===== config.mk =====
export PLATFORM = sky130hd
export DESIGN_NAME = event_monitor
export DESIGN_NICKNAME = d
export VERILOG_FILES = /design/src/rtl/event_monitor.sv
export SDC_FILE = /design/constraint.sdc
export NUM_CORES = 1
export LEC_CHECK = 0
export CAP_MARGIN = 20
export CORE_MARGIN = 2
export CORE_UTILIZATION = 50
export CTS_BUF_LIST = sky130_fd_sc_hd__clkbuf_8
export DETAILED_ROUTE_END_ITERATION = 16
export DONT_BUFFER_PORTS = 1
export MAX_ROUTING_LAYER = met4
export PLACE_DENSITY = 0.74
export SYNTH_ARGS = -nofsm -noshare
export SYNTH_HDL_FRONTEND = slang
export SYNTH_SLANG_ARGS = --single-unit
export TNS_END_PERCENT = 100

===== constraint.sdc =====
create_clock -name clk -period 3.4 [get_ports clk]
set_input_delay 0.68 -clock clk [delete_from_list [all_inputs] [get_ports clk]]
set_output_delay 0.68 -clock clk [all_outputs]
set_load 0.03 [all_outputs]

===== src/rtl/event_monitor.sv =====
// Change/strobe event monitor: timestamps channel activity and queues
// {strobe, timestamp, signals} records in a first-word-fall-through FIFO.
module event_monitor #(
    parameter int unsigned NCH   = 3,
    parameter int unsigned TSW   = 16,
    parameter int unsigned DEPTH = 8
) (
    input  logic                     clk,
    input  logic                     rst_n,
    input  logic                     en,
    input  logic                     strobe,
    input  logic [NCH-1:0]           sig,
    input  logic                     rd_en,
    input  logic                     clr_ovf,
    output logic                     rd_valid,
    output logic [TSW+NCH:0]         rd_data,
    output logic [$clog2(DEPTH):0]   count,
    output logic                     overflow
);

    localparam int unsigned AW = $clog2(DEPTH);
    localparam int unsigned RW = 1 + TSW + NCH;

    logic [TSW-1:0] tcnt_q, tcnt_d;
    logic [NCH-1:0] prev_q;
    logic           primed_q, primed_d;
    logic [AW-1:0]  wptr_q, wptr_d;
    logic [AW-1:0]  rptr_q, rptr_d;
    logic [AW:0]    count_q, count_d;
    logic           ovf_q, ovf_d;
    logic [RW-1:0]  mem_q [DEPTH];

    logic evt, pop, full, wr, drop;

    always_comb begin
        evt  = en && (strobe || (sig != prev_q) || !primed_q);
        pop  = rd_en && (count_q != '0);
        full = (count_q == (AW+1)'(DEPTH));
        // A full FIFO still accepts a write when the head leaves on the same edge.
        wr   = evt && (!full || pop);
        drop = evt && full && !pop;

        tcnt_d   = tcnt_q + 1'b1;
        primed_d = primed_q | en;
        wptr_d   = wr  ? wptr_q + 1'b1 : wptr_q;
        rptr_d   = pop ? rptr_q + 1'b1 : rptr_q;
        count_d  = count_q + (AW+1)'(wr) - (AW+1)'(pop);
        ovf_d    = drop | (ovf_q & ~clr_ovf);
    end

    always_ff @(posedge clk or negedge rst_n) begin
        if (!rst_n) begin
            tcnt_q   <= '0;
            prev_q   <= '0;
            primed_q <= 1'b0;
            wptr_q   <= '0;
            rptr_q   <= '0;
            count_q  <= '0;
            ovf_q    <= 1'b0;
        end else begin
            tcnt_q   <= tcnt_d;
            prev_q   <= sig;
            primed_q <= primed_d;
            wptr_q   <= wptr_d;
            rptr_q   <= rptr_d;
            count_q  <= count_d;
            ovf_q    <= ovf_d;
        end
    end

    // Storage is not reset; stale entries are unreachable once the pointers clear.
    always_ff @(posedge clk) begin
        if (wr) begin
            mem_q[wptr_q] <= {strobe, tcnt_q, sig};
        end
    end

    always_comb begin
        rd_valid = (count_q != '0);
        rd_data  = rd_valid ? mem_q[rptr_q] : '0;
        count    = count_q;
        overflow = ovf_q;
    end

endmodule


==> results by group <==
Outcome
  • Run status: finished, final reports clean

Worst setup path
  • Crit Path Category: flop to primary output
  • Crit path DAT: 2.24 ns
  • R2R setup slack: 0.73 ns
  • Reg2reg end: count[1]
  • Setup crit end kind: primary output
  • Worst reg-to-reg path cell count: 8
  • Max FO, Critical Path: 40
  • CP startpoint kind: flop
  • Crit path required time: 2.72 ns
  • R2r startpoint: count[2]

Clocking
  • Clock latency on the worst-skew pair: approximately 0.46 ns
  • H-tree depth: 4
  • CTS Sinks: around 190
  • CTS tree: yes
  • Post-CTS setup buffers: 0
  • Hold buffer count at cts: 1
  • Clock Tree Buf Depth: 2
  • CTS buffer count: 17
  • Resize count post-CTS: 0
  • Clk root buf: clkbuf_8
  • Worst-path clk slew: 0.09 ns

GRT
  • GRT overflow: 0
  • First-pass GRT wire length: between 20,000 and 25,000 um
  • Largest net degree at the start of global routing: 41
  • Initial antenna violation count: 0
  • Number of global-route vias before repair: roughly 3,700
  • Total track usage: between 10% and 20%

STA
  • Period utilisation layout: between 80% and 90%
  • Min Tclk post-route: 2.92 ns
  • Max Slew Vio Count: 0
  • Max Fclk: 343 MHz
  • Worst slew margin: between 50 and 60%
  • RSZ-0062 raised after global routing: false
  • Final Setup Violations: 0
  • Slew @ Worst Pin: 0.641 ns
  • Setup Skew: roughly 0.010 ns
  • Endpoints failing hold: 0

Placement
  • Post-DP HPWL: ~7600 um
  • Buffers on Ports: 0
  • Placer's final routability congestion estimate: around 0.75
  • Placed instance count: between 500 and 600

Floorplan
  • Core Area: between 10,000 and 15,000 um2
  • IO Pins: 35
  • Initial Util: between 50 and 60%
  • Row cnt: 44
  • Die Span X: ~130 um
  • Die Y: 127 um
  • DIE AREA: between 15,000 and 20,000 um2

Worst hold path
  • Worst min path class: primary input to asynchronous set/reset pin

Synthesis
  • Register bit total from synthesis: roughly 190
  • Cell count after synthesis: between 300 and 400
  • Yosys cell types: 34
  • Area contributors post-synth: edfxtp_1 64%, mux4_2 12%, dfrtp_1 10%
  • Synthesis warning total: 0
  • Top cell type's share of synthesized area: approximately 64%
  • Area leader, netlist: edfxtp_1
  • Mean Syn Cell Area: between 15 and 20 um2
  • Seq/Total Area, Yosys: 74.2%
  • Post-Syn Nets: ~400
  • Synthesized area: approximately 7500 um2

Final layout
  • Nets: ~430
  • Multi-input gate area: roughly 1800 um2
  • Proportion of layout cells with a drive suffix above 1: 26.7%
  • Final std cells w/o fill: 611
  • Register area: 5580 um2
  • Layout filler cell count: about 1,100
  • Syn-to-layout area delta: 11.0%
  • Diodes inserted: 0

Power and ir drop
  • Final Total Pwr: about 7 mW
  • LEAKAGE: ~3.0 nW
  • Pwr dens: 840 nW/um2
  • Max IR drop VDD: ~710 uV

Routing
  • DRT iter0 DRCs: between 300 and 400
  • Post-DRT Antenna Nets: 0
  • Post-DR wirelength/cell: roughly 21 um
  • Drt first pass iters: 4
  • Post-route DRC: 0
  • Drt total wl: 12,900 um
  • Vias after detailed routing: between 3,000 and 4,000
  • Via-to-Cell Ratio: about 5.7

Flow run
  • Max-cap violations: 0
[cells in the final DEF, fill, tap and decap left out]
| cell type | n |
|---|---|
| clkinv_2 | 4 |
| o22ai_1 | 1 |
| nand3_1 | 9 |
| nor2_1 | 25 |
| edfxtp_1 | 160 |
| a21o_1 | 2 |
| fa_1 | 1 |
| buf_4 | 32 |
| and3_1 | 1 |
| and4_1 | 1 |
| nor4b_2 | 2 |
| clkinv_4 | 1 |
| bufinv_16 | 3 |
| clkinv_1 | 4 |
| clkbuf_8 | 17 |
| dfrtp_2 | 1 |
| or2_2 | 1 |
| xor2_1 | 6 |
| ha_1 | 8 |
| nor3_2 | 2 |
| nand2_1 | 8 |
| buf_12 | 3 |
| mux2i_1 | 20 |
| dfrtp_1 | 30 |
| and2_1 | 1 |
| nor2b_1 | 1 |
| nand2b_1 | 1 |
| mux2_2 | 2 |
| o21ai_0 | 1 |
| a21oi_1 | 1 |
| nor4_2 | 4 |
| mux4_2 | 40 |
| nand4_1 | 5 |
| clkinvlp_4 | 2 |
| inv_1 | 10 |
| xnor2_1 | 17 |
[synthesized netlist by cell type]
cell and n:
edfxtp_1 160, mux4_2 40, dfrtp_1 31, nor2_1 25, mux2i_1 20, xnor2_1 17
inv_1 9, nand3_1 9, ha_1 8, nand2_1 8, buf_2 7, xor2_1 6
nand4_1 5, nor4_1 4, buf_1 3, a21o_1 2, buf_12 2, buf_8 2
clkbuf_1 2, mux2_2 2, nor3_1 2, nor4b_1 2, a21oi_1 1, and2_1 1
and3_1 1, and4_1 1, buf_6 1, clkbuf_2 1, fa_1 1, nand2b_1 1
nor2b_1 1, o21ai_0 1, o22ai_1 1, or2_2 1
[state kept, by name, indices dropped and copies added, names as in the netlist]
name      count
count         4
mem_q       160
overflow      1
prev_q        3
primed_q      1
rptr_q        3
tcnt_q       16
wptr_q        3
[cell families (layout without fill, tap and decap cells)]
family	Yosys count	count (layout)	share of synthesized area [%]
fa+ha+maj	9	9	1.60
mux	62	62	14.9
simple gates	61	61	3.89
compound gates	5	5	0.416
xor+xnor	23	23	2.68
buf+inv	27	76	2.31
flops	191	191	74.2
[final cells by class]
cell class | count | area share (%)
clock inverters | 15 | 1.83
multi-input cells | 160 | 21.8
well taps | 184 | 2.76
flip-flops and latches | 191 | 66.9
repair buffers | 35 | 3.60
clock buffers | 17 | 2.80
inverters | 9 | 0.405
[how the worst max path moves through the flow]
stage | from | end | cells past startpoint
CTS | rptr_q[1] | rd_data[1] | 5
global route | rptr_q[1] | rd_data[1] | 5
global placement | sig[2] | count[2] | 7
floorplan | count[2] | mem_q[4][0] | 7
finish | rptr_q[1] | rd_data[1] | 5
detailed placement | count[2] | count[1] | 8
[through the flow]
step                      instance area [um2]  worst slack [ns]  utilization (%)  hold WS [ns]  TNS, ns
after global placement                   7940             0.820             54.2         0.386        0
after floorplan                          7520            -0.550                -         0.384   -48.61
after CTS                                8350             0.406             57.0        0.0194        0
after global routing                     8350             0.348             57.0        0.0294        0
after detailed placement                 7940             0.735             54.2         0.386        0
final                                    8350             0.483             57.0        0.0349        0
[critical path, cell delays in order (launching register included)]
cell	delay, ns
dfrtp_1	0.38
buf_4	0.52
mux4_2	0.41
mux2i_1	0.19
nor2_1	0.07
buf_4	0.18
[per-layer routing]
layer  global-route usage, %  part of all wire (%)  vias up  routed length (um)
met5                       -                     0        -                   0
met4                    6.85                   1.4        0                 186
met3                    4.30                   5.7       16                 730
met2                    28.5                    51      104                6620
met1                    22.9                    42     1818                5370
li1                        -                     -     1544                   -
[report_power, final]
part	internal [mW]	total [mW]	leakage, nW	switching [mW]
Clock	0.708	1.44	0.196	0.734
Combinational	1.09	2.49	0.879	1.40
Sequential	2.85	3.08	1.89	0.233
(Power assumes the default switching activity.)
